--- src/rtl/systolic_result_collector.sv ---
// systolic_result_collector: de-skews the bottom-edge column outputs of an NxN systolic array
// into a row-major buffer and drains it as a valid/ready word stream.
module systolic_result_collector #(
    parameter int DATA_W = 16,
    parameter int N      = 4,
    parameter int LAT    = 0
) (
    input  logic                    clk,
    input  logic                    rst,
    input  logic                    start,
    input  logic                    clear,
    input  logic                    shift_en,
    input  logic [N*DATA_W-1:0]     ps_bottom_in_flat,
    output logic                    busy,
    output logic                    out_valid,
    input  logic                    out_ready,
    output logic [DATA_W-1:0]       out_data,
    output logic [$clog2(N*N)-1:0]  out_idx,
    output logic                    done
);
    localparam int IW = $clog2(N*N);
    localparam int CW = $clog2(LAT + 2*N);

    typedef enum logic [1:0] {IDLE, CAPTURE, DRAIN} state_t;

    state_t            state_q;
    logic [CW-1:0]     shift_cnt_q;
    logic [IW-1:0]     idx_q;
    logic [IW-1:0]     idx_d;
    logic [DATA_W-1:0] buf_q [N*N];
    logic [DATA_W-1:0] buf_d [N*N];
    logic [DATA_W-1:0] out_data_q;
    logic              out_valid_q;
    logic              done_q;
    logic              last_shift;

    // Column j's row k leaves the array on shift LAT+k+j, hence the diagonal de-skew.
    always_comb begin
        buf_d = buf_q;
        for (int k = 0; k < N; k++)
            for (int j = 0; j < N; j++)
                if (state_q == CAPTURE && shift_en && shift_cnt_q == CW'(LAT + k + j))
                    buf_d[k*N + j] = ps_bottom_in_flat[j*DATA_W +: DATA_W];
    end

    assign last_shift = shift_cnt_q == CW'(LAT + 2*N - 2);
    assign idx_d      = idx_q + 1'b1;

    always_ff @(posedge clk) begin
        if (rst || clear) begin
            state_q     <= IDLE;
            shift_cnt_q <= '0;
            idx_q       <= '0;
            out_valid_q <= 1'b0;
            out_data_q  <= '0;
            done_q      <= 1'b0;
            for (int i = 0; i < N*N; i++) buf_q[i] <= '0;
        end else begin
            done_q <= 1'b0;
            buf_q  <= buf_d;
            case (state_q)
                IDLE: if (start) begin
                    state_q     <= CAPTURE;
                    shift_cnt_q <= '0;
                end
                CAPTURE: if (shift_en) begin
                    shift_cnt_q <= shift_cnt_q + 1'b1;
                    if (last_shift) begin
                        state_q     <= DRAIN;
                        idx_q       <= '0;
                        out_valid_q <= 1'b1;
                        out_data_q  <= buf_d[0];
                    end
                end
                DRAIN: if (out_ready) begin
                    if (idx_q == IW'(N*N - 1)) begin
                        state_q     <= IDLE;
                        idx_q       <= '0;
                        out_valid_q <= 1'b0;
                        out_data_q  <= '0;
                        done_q      <= 1'b1;
                    end else begin
                        idx_q      <= idx_d;
                        out_data_q <= buf_q[idx_d];
                    end
                end
                default: state_q <= IDLE;
            endcase
        end
    end

    assign busy      = state_q != IDLE;
    assign out_valid = out_valid_q;
    assign out_data  = out_data_q;
    assign out_idx   = idx_q;
    assign done      = done_q;
endmodule

--- config.mk ---
export PLATFORM = sky130hd
export DESIGN_NAME = systolic_result_collector
export DESIGN_NICKNAME = d
export VERILOG_FILES = /design/src/rtl/systolic_result_collector.sv
export SDC_FILE = /design/constraint.sdc
export NUM_CORES = 1
export LEC_CHECK = 0
export CAP_MARGIN = 5
export CORE_UTILIZATION = 29
export CTS_CLUSTER_DIAMETER = 120
export DETAILED_ROUTE_END_ITERATION = 12
export SYNTH_ARGS = -nofsm -noshare
export SYNTH_HDL_FRONTEND = slang
export SYNTH_SLANG_ARGS = --single-unit
--- constraint.sdc ---
create_clock -name clk -period 5.3 [get_ports clk]
set_input_delay 0.795 -clock clk [delete_from_list [all_inputs] [get_ports clk]]
set_output_delay 0.795 -clock clk [all_outputs]
set_load 0.01 [all_outputs]
**Word-level counts from Yosys, hierarchy flattened**

Index checks and enable logic that the tools add are counted.

- Output and inout port bits: 23
- Register bits after elaboration: 283

- Magnitude comparators: 1
- Multiplexer cells: 29
- Reduce and logical (&&, ||, !) cells: 19
- Add/sub/neg operators: 2
- Bitwise operators: 3
- Eq/ne operators: 14

Operators with widths:

| kind | count |
|---|---|
| two-way mux 16 bit | 7 |
| binary-select mux 16 bit (select 4 bit) | 1 |
| one-hot mux 16 bit (2 select lines) | 1 |
| two-way mux 4 bit | 4 |
| two-way mux 2 bit | 5 |
| inequality test 2 bit, second input constant | 5 |
| AND reduction 5 bit | 2 |
| equality test 3 bit, second input constant | 3 |
| logical AND 1 bit | 8 |
| one-hot mux 4 bit (2 select lines) | 1 |
| equality test 3 x 2 -> 1 bit, second input constant | 2 |
| two-way mux 3 bit | 2 |
| one-hot mux 2 bit (3 select lines) | 1 |
| one-hot mux 3 bit (2 select lines) | 1 |
| nonzero test 2 bit | 3 |
| greater-or-equal comparator 5 bit, second input constant | 1 |
| two-way mux 1 bit | 5 |
| inverter 4 -> 5 bit | 1 |
| adder 4 x 1 -> 4 bit, second input constant | 1 |
| equality test 4 bit, second input constant | 1 |
| AND reduction 4 bit | 1 |
| adder 3 x 1 -> 3 bit, second input constant | 1 |
| equality test 3 x 1 -> 1 bit, second input constant | 1 |
| zero test 3 bit | 1 |
| 8 further kinds | 9 |

**Longest topological paths before layout**

Gate-level depths: netlist (run 1).

- Depth in word-level cells: 8
- Gate-level depth with buffers: 9
- Depth with buffers taken out: 7

**Worst setup path after synthesis (run 1)**

OpenSTA, ideal clock, no wires.

- Kind: reg-to-reg
- Start point: reg idx_q[1], in the netlist out_idx[1]
- End point: reg out_data_q[4], in the netlist out_data[4]
- Data arrival time: 2.004 ns
- Library setup time: 0.119 ns
- Required time: 5.181 ns
- Period minus slack after synthesis: 2.123 ns
- Slack: 3.177 ns
- Stages on the path, launching flop included: 8
- Path through: dfxtp_1 -> ha_1 -> buf_2 -> buf_1 -> mux4_2 -> mux2i_1 -> o221ai_1 -> o221a_1

- Cells in the longest elaborated chain, start to end: 8

Ends and longest elaborated chain:

| item | RTL line | text |
|---|---|---|
| from (decl) | 28 | `logic [IW-1:0] idx_q;` |
| from (signal assigned) | 83 | `idx_q <= idx_d;` |
| adder 4 x 1 -> 4 bit | 47 | `assign idx_d = idx_q + 1'b1;` |
| inverter 4 -> 5 bit (implied by the code) | 84 | `out_data_q <= buf_q[idx_d];` |
| binary-select mux 16 bit (select 4 bit) | 84 |  |
| two-way mux 16 bit (implied by the code) (2 in series) | 84 |  |
| two-way mux 16 bit * | 76 | `if (idx_q == IW'(N*N - 1)) begin` |
| two-way mux 16 bit * | 75 | `DRAIN: if (out_ready) begin` |
| one-hot mux 16 bit (2 select lines) * | 61 | `case (state_q)` |
| to (signal assigned) | 72 | `out_data_q <= buf_d[0];` |
| to (signal assigned) | 84 |  |
| to (decl) | 32 | `logic [DATA_W-1:0] out_data_q;` |

Every way passes the cells marked *; elsewhere a longest branch is shown, timed or not. The select of a mux whose other input is x is not followed.
A chain may end at the register's enable or synchronous reset.

**Worst setup path in the final report (run 1)**

- Start point: reg idx_q[0], in the netlist out_idx[0]
- End point: reg out_data_q[10], in the netlist out_data[10]

Same word-level chain as after synthesis.

==> results of run 1 <==
[metal layers]
| metal | part of all wire | track usage | wire length [um] | vias to the layer above |
|---|---|---|---|---|
| li1 | - | - | - | 4730 |
| met5 | 0.0018 | 0 | 71 | - |
| met3 | 0.068 | 0.0361 | 2600 | 58 |
| met2 | 0.47 | 0.299 | 18000 | 266 |
| met4 | 0.017 | 0.0532 | 666 | 12 |
| met1 | 0.44 | 0.244 | 17000 | 4862 |
[registers in the layout, summed over array words and instances (netlist names)]
name	flops
buf_q	256
done	1
out_data	16
out_idx	4
out_valid	1
shift_cnt_q	3
state_q	2
[logic make-up (layout without fill, tap and decap cells)]
group,after synthesis,after routing,share of synthesized area
and+or+nand+nor,561,561,0.182
AOI/OAI and AO/OA,288,288,0.135
DFF,283,283,0.474
muxes,113,113,0.162
buffers and inverters,112,159,0.0401
adders and majority gates,6,6,0.00628
xor gates and xnor gates,2,2,0.00209
other,0,2,0
[layout make-up]
type                       count  area share
tap                          532      0.0470
inverter                       4     0.00106
clock buffer                  40      0.0585
multi-input combinational    970       0.415
antenna                        2    0.000353
timing repair buffer         112      0.0765
clock inverter                 3     0.00124
sequential                   283       0.400
[metrics by stage]
step                worst slack, ns  power, W   util  hold WS [ns]
finish                         2.07   0.00418  0.348         0.451
global route                   1.91   0.00430  0.347         0.468
CTS                            2.06   0.00420  0.347         0.453
detailed placement             1.96   0.00232  0.327         0.444
global placement               2.02   0.00232  0.327         0.438
floorplan                      3.18   0.00222      -         0.433
[power breakdown]
| part | switching [W] | internal (W) |
|---|---|---|
| clock network | 0.000834 | 0.00107 |
| registers | 0.00000187 | 0.00213 |
| logic | 0.0000883 | 0.0000577 |
| total | 0.000924 | 0.00326 |
[layout by cell type (no fill, tap or decap), drive strengths merged, types with 2 or more instances in the layout]
| cell | synthesis | layout |
|---|---|---|
| dfxtp | 283 | 283 |
| diode | 0 | 2 |
| inv | 4 | 4 |
| clkinv | 0 | 2 |
| nor2b | 3 | 3 |
| a22oi | 2 | 2 |
| a21oi | 250 | 250 |
| mux4 | 64 | 64 |
| or3 | 3 | 3 |
| xor2 | 2 | 2 |
| mux2 | 2 | 2 |
| and3 | 2 | 2 |
| mux2i | 47 | 47 |
| or2 | 4 | 4 |
| clkbuf | 82 | 40 |
| clkdlybuf4s50 | 0 | 92 |
| ha | 6 | 6 |
| o221ai | 14 | 14 |
| o21ai | 2 | 2 |
| buf | 26 | 20 |
| a22o | 2 | 2 |
| nor2 | 45 | 45 |
| o41ai | 2 | 2 |
| nand2 | 486 | 486 |
| nor3b | 3 | 3 |
| nor3 | 3 | 3 |
| nand2b | 2 | 2 |
| o221a | 14 | 14 |
| nand3 | 8 | 8 |
[critical path: stages (launching register included)]
cell      delay [ns]
dfxtp_4         0.69
ha_2            0.99
buf_4           0.46
mux4_2          0.36
mux2i_1         0.19
o221ai_1        0.15
o221a_1         0.28
[final timing paths]
path	startpoint	end	slack, ns	cells after the start
min reg2reg	buf_q[3]	buf_q[3]	0.45	2
min	buf_q[3]	buf_q[3]	0.45	2
max reg2reg	out_idx[0]	out_data[10]	2.07	6
max	out_idx[0]	out_data[10]	2.07	6
==> metrics.yaml, run 1 <==
end_kind: "flop"
cap_violations: 0
port_buffers: 92
worstPathArrival_ns: 3.67
place_hpwl_um: 23100
syn_nets: 1441
min_period_ns: 3.23
core.rowCount: 74
synth_top_flop_cell: "dfxtp_1"
antenna_found_initial: 8
synth_warnings: 0
synthCells: 1365
slew_headroom: 0.262
routed_wl_um: 38400
cts_resized: 0
fillers: 4126
regArea_um2: 5670
htree_levels: 1
ant_nets: 0
slew_viol_final: 0
post_cts_buffers: 0
grt_max_degree: 170
syn_area_per_cell_um2: 8.76
skew_ns: 0.00730
cts-buffers-inserted: 28
hold_class: "reg2reg"
clock_latency_ns: 0.55
outcome: "finished clean"
fin_area_um2: 14200
synth_top_area_share: 0.474
grt_pass1_wl_um: 59200
gp_congestion: 0.749
ios: 93
holdBufCountCts: 0
rsz0062_at_grt: "no"
p_per_area_nw_per_um2: 295
dp_cells: 1901
ys_ff_latch: 283
die_area_um2: 42100
area_growth_pct: 18.4
drc_errors: 0
critPathKind: "reg2reg"
ys_top_cells_by_area: "dfxtp_1 47%, nand2_1 15%, mux4_2 12%, a21oi_1 10%, mux2i_1 3.9%"
core_area_um2: 40700
vias: 9928
post_drt_wl_per_cell_um: 19.7
setup_violations: 0
setup_tns_ns: 0
first_pass_iters: 7
viasPerCell: 5.10
layout.nets: 1475
clock_sinks: 283
critical_path.max_fanout: 34
synth_commonest_cells: "486 x nand2_1, 283 x dfxtp_1, 250 x a21oi_1, 82 x clkbuf_1, 64 x mux4_2"
post-route-period-util: 0.609
vdd_drop_max_mv: 0.228
multi_input_area_um2: 5880
cts_tree: "built"
clk_pin_slew_worst_paths_ns: 0.06
start_util: 0.294
start_kind: "flop"
power_leakage_nw: 4.23
synth_edf_count: 0
first_iter_violations: 769
grt_overflow: 0
dieHeight_um: 205
die_x_um: 205
syn_area_um2: 12000
grt_pass1_vias: 9787
synth.largest_area_cell: "dfxtp_1"
ys_seq_area_frac: 0.474
ys_types: 34
worst_slew_pin_slew_ns: 1.11
synth.most_common_cell: "nand2_1"
grt.total_usage: 0.183
fmax_mhz: 310
hold_viol: 0
stdcell_count: 1946
async_reset_ff_frac: 0
crit_required_ns: 5.74
max-clock-path-buffers: 3
ctsRootBufferMaster: "clkbuf_16"
drive_gt1_frac: 0.0992
placed_cell_area_um2: 13300
Note: power is estimated with default switching activity, not from simulation.
==> inputs of run 2 (changes only) <==
==> constraint.sdc (replaced) <==
create_clock -name clk -period 3.19 [get_ports clk]
set_input_delay 0.4785 -clock clk [delete_from_list [all_inputs] [get_ports clk]]
set_output_delay 0.4785 -clock clk [all_outputs]
set_load 0.01 [all_outputs]
==> metrics.yaml, run 2 (synthesized netlist as in run 1, its figures left out) <==
hold_class: "reg2reg"
critical_path.max_fanout: 68  # +100%
regArea_um2: 5670  # unchanged
area_growth_pct: 20.5
fin_area_um2: 14400  # +1.8%
clock_latency_ns: 0.55  # about the same
fillers: 4142  # +0.39%
die_x_um: 205  # unchanged
slowest_delay_ns: 0.66  # -0.33 ns
final_common_cell: "nand2_1"
wl_met1_um: 16100  # -5.6%
post-route-period-util: 0.781
p_per_area_nw_per_um2: 490  # +66%
fmax_mhz: 402
htree_levels: 1  # unchanged
outcome: "finished clean"
ctsRootBufferMaster: "clkbuf_16"
start_kind: "flop"
grt_pass1_wl_um: 57800  # -2.5%
setup_violations: 0  # unchanged
clk_pin_slew_worst_paths_ns: 0.07  # about the same
post_drt_wl_per_cell_um: 19.0  # -3.6%
core.rowCount: 74  # unchanged
drive_gt1_frac: 0.112  # +0.0133
start_util: 0.294  # unchanged
post_cts_buffers: 0  # unchanged
viasPerCell: 5.06  # -0.88%
worst_slew_pin_slew_ns: 0.825  # -0.282 ns
clock_sinks: 283  # unchanged
die_area_um2: 42100  # unchanged
cts-buffers-inserted: 28  # unchanged
dieHeight_um: 205  # unchanged
largest_reg_flops: 256  # unchanged
worstPathArrival_ns: 2.01  # -1.66 ns
routed_wl_um: 37400  # -2.7%
core_area_um2: 40700  # unchanged
placed_cell_area_um2: 13500  # +1.4%
crit_required_ns: 2.71  # -3.03 ns
max-clock-path-buffers: 3  # unchanged
first_pass_iters: 5  # -2
ios: 93  # unchanged
wl_met3_um: 2890  # +11%
grt.total_usage: 0.178  # -0.00505
first_iter_violations: 700  # -9.0%
gp_congestion: 0.779  # +4.1%
port_buffers: 92  # unchanged
ant_nets: 0  # unchanged
vias: 9937  # +0.091%
path_cells: "buf_12 > clkdlybuf4s50_1"
critPathKind: "reg2out"
drc_errors: 0  # unchanged
place_hpwl_um: 22800  # -1.2%
cts_resized: 0  # unchanged
slew_headroom: 0.448  # +0.186
multi_input_area_um2: 5870  # about the same
skew_ns: 0.00949  # +0.00219 ns
route.met2.wl_um: 17600  # -2.6%
cap_violations: 0  # unchanged
layout.nets: 1488  # +0.88%
cts_tree: "built"
highest_layer: "met5"
crit_slowest_cell: "clkdlybuf4s50_1"
holdBufCountCts: 0  # unchanged
setup_tns_ns: 0  # unchanged
vdd_drop_max_mv: 0.341  # +50%
top_register: "buf_q"
antenna_found_initial: 7  # -1
hold_viol: 0  # unchanged
end_kind: "output pin"
most-common-layout-cells: "486 x nand2_1, 282 x dfxtp_1, 250 x a21oi_1"
grt_pass1_vias: 9759  # -0.29%
grt_overflow: 0  # unchanged
rsz0062_at_grt: "no"
min_period_ns: 2.49
power_leakage_nw: 4.37  # +3.3%
slew_viol_final: 0  # unchanged
grt_max_degree: 70  # -59%
[run 2: changes by cell type in the layout (fill, tap and decap cells not counted), sizes merged]
cell    delta
clkbuf     -1
bufinv     +1
clkinv     +7
diode      -1
buf       +13
[run 2: critical path: cells and delay by family (launching register included)]
kind | cells | cell delay (ns)
buffers and inverters | 2 | 1.09
DFF | 1 | 0.36
[run 2: through the flow]
stage	hold slack [ns]	total power (W)	cells	util	setup slack [ns]
after global placement	0.438	0.00387	1914	0.331	0.568
after CTS	0.455	0.00713	1964	0.354	0.620
after global routing	0.469	0.00727	1964	0.354	0.574
final	0.452	0.00707	1965	0.354	0.700
after floorplan	0.433	0.00369	1365	-	1.07
after detailed placement	0.446	0.00387	1914	0.331	0.552
[run 2: per-layer routing]
metal	up-vias	track usage
met3	61	0.0398
met4	10	0.0521
met5	-	0
li1	4754	-
met2	302	0.294
met1	4810	0.230
[run 2: path summary, 6_finish.rpt]
kind                    from      endpoint  slack, ns  cells after the start
setup reg to reg  out_idx[1]  out_data[14]       0.71                      6
setup / recovery  out_idx[0]    out_idx[0]       0.70                      2
hold reg to reg   buf_q[193]    buf_q[193]       0.45                      2
hold / removal    buf_q[193]    buf_q[193]       0.45                      2
[run 2: layout make-up]
type                    instances  share of cell area
repair buffers                125              0.0889
clock buffers                  39              0.0571
well taps                     532              0.0462
diodes                          1            0.000174
inverters                       4             0.00104
flip-flops and latches        283               0.393
clock inverters                11             0.00599
multi-input cells             970               0.407
[run 2: power by group]
group	total (W)	internal, W	switching (W)
clock	0.00328	0.00188	0.00141
combinational	0.000251	0.000102	0.000149
sequential	0.00354	0.00353	0.00000320
==> RTL edit, RTL diff (settings of run 2) <==
Set the parameter `LAT` to 1 (it was 0).
--- a/src/rtl/systolic_result_collector.sv
+++ b/src/rtl/systolic_result_collector.sv
@@ -4,5 +4,5 @@
     parameter int DATA_W = 16,
     parameter int N      = 4,
-    parameter int LAT    = 0
+    parameter int LAT    = 1
 ) (
     input  logic                    clk,
Check against the original RTL: not equivalent (a bounded check fails within 10 cycles, from zero or initial values).
==> RTL edit against run 2 <==
Clock power grew 12%. Sequential cell count grew 1. Power grew 5.6%. Wire length grew 17%. Sequential share of layout area shrank 1.9 points. Register-to-register slack lost 0.03 ns. Worst hold slack is essentially flat. Cell area grew 5.5%. Non-clock buffer count grew 1. Setup slack lost 0.21 ns. Area after synthesis grew 6.1%. Critical path type unchanged. Critical endpoint unchanged. Largest cell class unchanged. Highest routed layer is now met4.
==> RTL edit: results <==
set metrics [dict create \
    p_sw_share_pct 21.9 \
    post-place-ws_ns 0.406 \
    yosys.area_share.adder_pct 0.493 \
    synth_compound_area_share_pct 14.2 \
    synthFlopType "dfxtp_1" \
    grt_max_degree 110 \
    insertedDiodeCount 0 \
    largest_reg_flops 256 \
    fin_nets 1731 \
    clock_latency_ns 0.57 \
    synth.area.top_cells "dfxtp_1 (45%), nand2_1 (16%), a21oi_1 (11%)" \
    synth_seq_area_share_pct 44.8 \
    ys_warn_count 0 \
    grt_pass1_vias 11200 \
    cp_top_family "buffers and inverters" \
    holdPathEnd "buf_q[165]$_SDFFE_PP0P_" \
    numCtsBuffers 30 \
    min_path_type "flop to flop" \
    clock_skew_ns 0.0109 \
    max-vdd-ir-drop_mv 0.428 \
    firstDrtPassIters 7 \
    drive_gt1_share_pct 6.14 \
    async_flop_share_pct 0 \
    p_leak_nw 4.31 \
    ff2ff_path_depth 7 \
    wl_microns 43900 \
    critPathCapture "out_idx[0]" \
    post_cts_buffers 0 \
    nFillCells 4513 \
    regMostFlops "buf_q" \
    num_vias 11800 \
    synth_cell_types 43 \
    drt-initial-drc-count 1066 \
    dpl.hpwl_microns 28000 \
    gp_congestion 0.868 \
    hp-start "buf_q[165]$_SDFFE_PP0P_" \
    track_usage_pct 19.6 \
    r2r_slack_ns 0.68 \
    hold-path-cell-count 2 \
    worstPathArrival_ns 2.22 \
    portBuffers 92 \
    outcome "completed" \
    timing.fmax_ghz 0.370 \
    r2r_end "out_data[2]$_SDFFE_PP0P_" \
    cpPeakStageDelay_ns 0.67 \
    slew_headroom_pct 41.0 \
    ys_top_cells_by_count "nand2_1 (525), dfxtp_1 (284), a21oi_1 (281)" \
    synth-xor-area-share_pct 0.335 \
    grt_pass1_wl_microns 67700 \
    antenna_found_initial 0 \
    p_per_area_nw_per_um2 491 \
    synth.area.mux_share_pct 10.3 \
]
-- RTL edit: cell count changes in the layout (fill, tap and decap cells not counted), moves of 18 or more --
cell and change:
nand3_1 +120, mux2i_1 +79, mux4_2 -62, nand2_1 +37, nor2_1 -33, a21oi_1 +31, nand4_1 +30, and3_1 +18
-- RTL edit: power by group through the flow --
stage | registers, W | clock network, W | logic (W)
floorplan | 0.00363 | 0 | 0.0000641
global placement | 0.00363 | 0 | 0.000234
detailed placement | 0.00363 | 0 | 0.000236
CTS | 0.00355 | 0.00373 | 0.000237
global route | 0.00355 | 0.00385 | 0.000250
finish | 0.00355 | 0.00368 | 0.000238
-- RTL edit: area by class of cell --
cell class | count | area share [%]
clock inverters | 13 | 1.23
repair buffers | 126 | 8.72
well taps | 585 | 4.81
clock buffers | 41 | 5.60
multi-input cells | 1210 | 42.1
inverters | 4 | 0.0988
flip-flops and latches | 284 | 37.4
-- RTL edit: per-stage QoR --
| step | std cells | total power, W | utilization (%) | hold slack (ns) | cell area (sq um) |
|---|---|---|---|---|---|
| floorplan | 1637 | 0.00369 | - | 0.432 | 12700 |
| detailed placement | 2209 | 0.00386 | 32.8 | 0.446 | 14200 |
| global route | 2263 | 0.00765 | 35.2 | 0.467 | 15200 |
| finish | 2263 | 0.00746 | 35.2 | 0.452 | 15200 |
| global placement | 2209 | 0.00386 | 32.8 | 0.440 | 14200 |
| CTS | 2263 | 0.00751 | 35.2 | 0.454 | 15200 |
-- RTL edit: layer usage --
metal / wire (microns) / track usage [%] / vias up
li1: - / - / 5599
met1: 19200 / 26.8 / 5695
met2: 20100 / 31.3 / 466
met3: 3090 / 2.80 / 76
met4: 1470 / 6.77 / 0
met5: 0 / 0 / -
